<file path="src/rtl/mem_bus_arbiter.sv">
// Two-master (CPU = m0, DMA = m1) to one-slave bus arbiter: fixed CPU priority with a DMA
// starvation guard. Optional slave-response timeout is enabled by defining ARB_TIMEOUT_EN.
module mem_bus_arbiter #(
  parameter int unsigned STARVE_MAX = 4,
  parameter int unsigned TIMEOUT    = 255
) (
  input  logic        clk,
  input  logic        rst_n,

  input  logic        m0_req,
  input  logic        m0_we,
  input  logic [31:0] m0_addr,
  input  logic [31:0] m0_wdata,
  output logic [31:0] m0_rdata,
  output logic        m0_ack,

  input  logic        m1_req,
  input  logic        m1_we,
  input  logic [31:0] m1_addr,
  input  logic [31:0] m1_wdata,
  output logic [31:0] m1_rdata,
  output logic        m1_ack,

  output logic        s_req,
  output logic        s_we,
  output logic [31:0] s_addr,
  output logic [31:0] s_wdata,
  input  logic [31:0] s_rdata,
  input  logic        s_ack,

  output logic [1:0]  grant,
  output logic        bus_err
);

  localparam logic [31:0] AbortRdata = 32'hDEAD_BEEF;

  typedef enum logic [1:0] {StIdle, StGnt0, StGnt1} state_e;

  state_e     state_q, state_d;
  logic [1:0] grant_q;
  logic [3:0] starve_cnt_q, starve_cnt_d;
  logic       timeout_hit;

  always_comb begin
    state_d      = state_q;
    starve_cnt_d = starve_cnt_q;
    unique case (state_q)
      StIdle: begin
        if (m0_req && m1_req) begin
          if (starve_cnt_q == 4'(STARVE_MAX)) begin
            state_d      = StGnt1;
            starve_cnt_d = 4'd0;
          end else begin
            // Below STARVE_MAX here, so the increment already saturates at the limit.
            state_d      = StGnt0;
            starve_cnt_d = starve_cnt_q + 4'd1;
          end
        end else if (m0_req) begin
          state_d = StGnt0;
        end else if (m1_req) begin
          state_d      = StGnt1;
          starve_cnt_d = 4'd0;
        end
      end
      StGnt0, StGnt1: begin
        if (s_ack || timeout_hit) state_d = StIdle;
      end
      default: state_d = StIdle;
    endcase
  end

  always_ff @(posedge clk or negedge rst_n) begin
    if (!rst_n) begin
      state_q      <= StIdle;
      grant_q      <= 2'b00;
      starve_cnt_q <= 4'd0;
    end else begin
      state_q      <= state_d;
      grant_q      <= {state_d == StGnt1, state_d == StGnt0};
      starve_cnt_q <= starve_cnt_d;
    end
  end

  assign grant = grant_q;

  always_comb begin
    s_req    = 1'b0;
    s_we     = 1'b0;
    s_addr   = 32'd0;
    s_wdata  = 32'd0;
    m0_ack   = 1'b0;
    m0_rdata = 32'd0;
    m1_ack   = 1'b0;
    m1_rdata = 32'd0;
    unique case (state_q)
      StGnt0: begin
        s_req    = 1'b1;
        s_we     = m0_we;
        s_addr   = m0_addr;
        s_wdata  = m0_wdata;
        m0_ack   = s_ack | timeout_hit;
        m0_rdata = timeout_hit ? AbortRdata : s_rdata;
      end
      StGnt1: begin
        s_req    = 1'b1;
        s_we     = m1_we;
        s_addr   = m1_addr;
        s_wdata  = m1_wdata;
        m1_ack   = s_ack | timeout_hit;
        m1_rdata = timeout_hit ? AbortRdata : s_rdata;
      end
      default: ;
    endcase
  end

`ifdef ARB_TIMEOUT_EN
  logic [9:0] to_cnt_q, to_cnt_d;

  // Counter holds the number of stalled cycles already seen; it fires on the TIMEOUT-th one.
  always_comb begin
    to_cnt_d = to_cnt_q;
    if (state_q == StIdle) begin
      to_cnt_d = 10'd0;
    end else if (!s_ack) begin
      to_cnt_d = to_cnt_q + 10'd1;
    end
  end

  always_ff @(posedge clk or negedge rst_n) begin
    if (!rst_n) begin
      to_cnt_q <= 10'd0;
    end else begin
      to_cnt_q <= to_cnt_d;
    end
  end

  assign timeout_hit = (state_q != StIdle) && !s_ack && (to_cnt_q == 10'(TIMEOUT - 1));
  assign bus_err     = timeout_hit;
`else
  logic unused_timeout;
  assign unused_timeout = ^(10'(TIMEOUT));
  assign timeout_hit    = 1'b0;
  assign bus_err        = 1'b0;
`endif

endmodule

</file>
<file path="config.mk">
export PLATFORM = sky130hd
export DESIGN_NAME = mem_bus_arbiter
export DESIGN_NICKNAME = d
export VERILOG_FILES = /design/src/rtl/mem_bus_arbiter.sv
export SDC_FILE = /design/constraint.sdc
export NUM_CORES = 1
export LEC_CHECK = 0
export CAP_MARGIN = 20
export CORE_AREA = 4 4 114 116
export CTS_BUF_LIST = sky130_fd_sc_hd__clkbuf_4 sky130_fd_sc_hd__clkbuf_8 sky130_fd_sc_hd__clkbuf_16
export DETAILED_ROUTE_END_ITERATION = 10
export DIE_AREA = 0 0 118 120
export PLACE_DENSITY = 0.69
export SYNTH_ARGS = -nofsm -noshare
export SYNTH_HDL_FRONTEND = slang
export SYNTH_SLANG_ARGS = --single-unit
</file>
<file path="constraint.sdc">
create_clock -name clk -period 1.65 [get_ports clk]
set_input_delay 0.33 -clock clk [delete_from_list [all_inputs] [get_ports clk]]
set_output_delay 0.33 -clock clk [all_outputs]
set_load 0.03 [all_outputs]
</file>
==> metrics.cfg <==
[sta]
setup_ws_ns = -0.327
finClkSkew_ns = 0.00123
max_freq_mhz = 506
finalCriticalPeriod_ns = 1.98
drv_slew = 0
period_share_pct = 120
tns_ns = -31.13
finalHoldViolations = 0
rsz0062_at_grt = true
final-setup-viol-count = 134

[critical_path]
required_ns = 1.32
worstPathArrival_ns = 1.65
worstSetupPathType = register to output pin
crit_path_max_fanout = 10
start_kind = register
cp-end-kind = output pin

[synth]
synth_area_mm2 = 0.00196
synth_nets = 452
synth-async-reset-ratio_pct = 100
yosysWarnings = 0
ys_ff_latch = 8
synth-edff-count = 0
synth_cell_types = 27
seq_area_frac_synth_pct = 10.2
synth_top_area_cell = a22oi_1
synthDominantCellAreaShare_pct = 24.9
syn_avg_cell_area_um2 = 7.01
syn_inst = 279
synth_area_leaders = a22oi_1 25%, and2_1 21%, nor2b_1 21%
synthFlopType = dfrtp_1

[place]
io_buffers = 300
place.gp.congestion = 0.870
dp_hpwl_mm = 10.9
dp_cells = 718

[cells_and_area]
ff_latch_area_um2 = 200
multiInputGateArea_mm2 = 0.00231
final_cell_mix = 168 x clkdlybuf4s50_1, 109 x buf_6, 58 x nor2b_4, 58 x and2_4, 53 x a22oi_1
area_growth_pct = 230
drive_above_1_share_pct = 53.8
fin_nets = 761
final_common_cell = clkdlybuf4s50_1
fin_cells = 733
nFillCells = 1031
num_antenna_cells = 0

[floorplan]
row_count = 40
die_w_um = 118
core_area_mm2 = 0.0119
die_h_um = 120
io_pins = 302
die-area_mm2 = 0.0142
initial_utilization_pct = 16.4

[global_route]
gr-total-overflow = 0
grt_max_degree = 38
grt_usage_pct = 17.1
grt_pass1_wl_mm = 19.6
antenna_found_initial = 0
grt_pass1_vias = 3488

[pwr]
power.density_mw_per_mm2 = 1970
peakVddDrop_mv = 1.24
p_leak_nw = 2.70

[job]
cap_violations = 0

[drt]
drc = 0
initialDrtViolationCount = 183
wirelength_mm = 13.8
viasPerCell = 4.58
wire_per_inst_um = 18.8
antenna_left = 0
dr.pass1.iters = 4
via_count = 3357

[hold_path]
hold_path.class = input port to async pin

[clock_tree]
clkTransAtPathRegs_ns = 0.04
clkSinkCount = 8
cts_buffer_depth = 2
clock_latency_ns = 0.23
htree_levels = 1
hold_buffers = 0
clockRootBuffer = clkbuf_16
cts_tree = yes
numCtsBuffers = 3

[run_status]
violations = negative setup slack
status = finished with violations

-- where the power goes --
group	total (mW)	switching (mW)	internal (mW)
Combinational	12.0	5.71	6.27
Clock	0.411	0.0981	0.313
Sequential	0.350	0.0712	0.279
Total	12.7	5.88	6.86
-- sequential cells by signal (all words and copies together), names as in the netlist --
register and cells:
starve_cnt_q 4, grant 2, state_q 2
-- layer usage --
| layer | track usage, % | up-vias | share of wire [%] |
|---|---|---|---|
| met5 | 0 | - | 0 |
| met4 | 3.08 | 0 | 1.9 |
| met3 | 2.83 | 18 | 5.7 |
| met2 | 34.0 | 165 | 55 |
| met1 | 19.0 | 1581 | 37 |
| li1 | - | 1593 | - |
-- cell usage after synthesis, types with 2 or more instances --
cell / count
a21oi_1: 3
buf_2: 6
ha_1: 6
a211oi_2: 2
nand4b_1: 2
a22oi_1: 65
dfrtp_1: 8
and2_1: 66
nand2b_1: 4
nand4_1: 2
nor2b_1: 65
inv_1: 5
o21ai_0: 2
a211o_1: 3
nand2_1: 5
clkbuf_1: 24
-- logic make-up (layout without fill, tap and decap cells) --
group	Yosys count	count (layout)	synth area share [%]
adder cells (fa/ha/maj)	6	6	3.84
buffers and inverters	36	343	7.48
AO/OA/AOI/OAI	77	77	29.7
other	1	1	0.192
flip-flops	8	8	10.2
AND/OR/NAND/NOR	149	149	47.4
multiplexers	2	2	1.09
-- worst max-delay path, stage by stage (launching register included) --
cell	delay, ns
dfrtp_1	0.42
inv_2	0.10
ha_4	0.41
clkbuf_16	0.20
nor2b_4	0.14
buf_6	0.14
-- layout make-up --
type	count	share of cell area [%]
Multi-Input combinational cell	235	35.7
Inverter	5	0.291
Tap cell	147	2.85
Sequential cell	8	3.10
Timing Repair Buffer	335	56.9
Clock buffer	3	1.16
-- metrics by stage --
stage	worst slack [ns]	cell area (um^2)	power, mW	util (%)	hold WS, ns
2_1_floorplan	-0.00997	2570	7.07	-	0.0344
3_3_place_gp	-0.128	5660	10.5	47.5	0.509
3_5_place_dp	-0.168	5660	10.6	47.5	0.532
4_1_cts	-0.317	6270	12.2	52.7	0.397
5_1_grt	-0.386	6450	13.3	54.2	0.411
6_report	-0.327	6450	12.7	54.2	0.382
-- what timing repair did --
item / in CTS / in global routing
endpoints found under the setup margin: 132 / 134
pin swaps: 4 / 9
cloned: 3 / 4
setup buffers: 7 / 1
resized for setup: 101 / 44
hold endpoints to repair: 0 / 0
-- worst paths after layout --
kind | depth (start not counted) | slack, ns | start | endpoint
min in group clk | 1 | 0.53 | starve_cnt_q[2] | starve_cnt_q[2]
hold reg to reg | 1 | 0.53 | starve_cnt_q[2] | starve_cnt_q[2]
setup reg to reg | 6 | -0.09 | state_q[0] | grant[0]
hold / removal | 1 | 0.38 | rst_n | grant[0]
max in group asynchronous | 1 | 1.00 | rst_n | starve_cnt_q[2]
setup / recovery | 5 | -0.33 | state_q[0] | s_addr[18]
(Power assumes the default switching activity.)
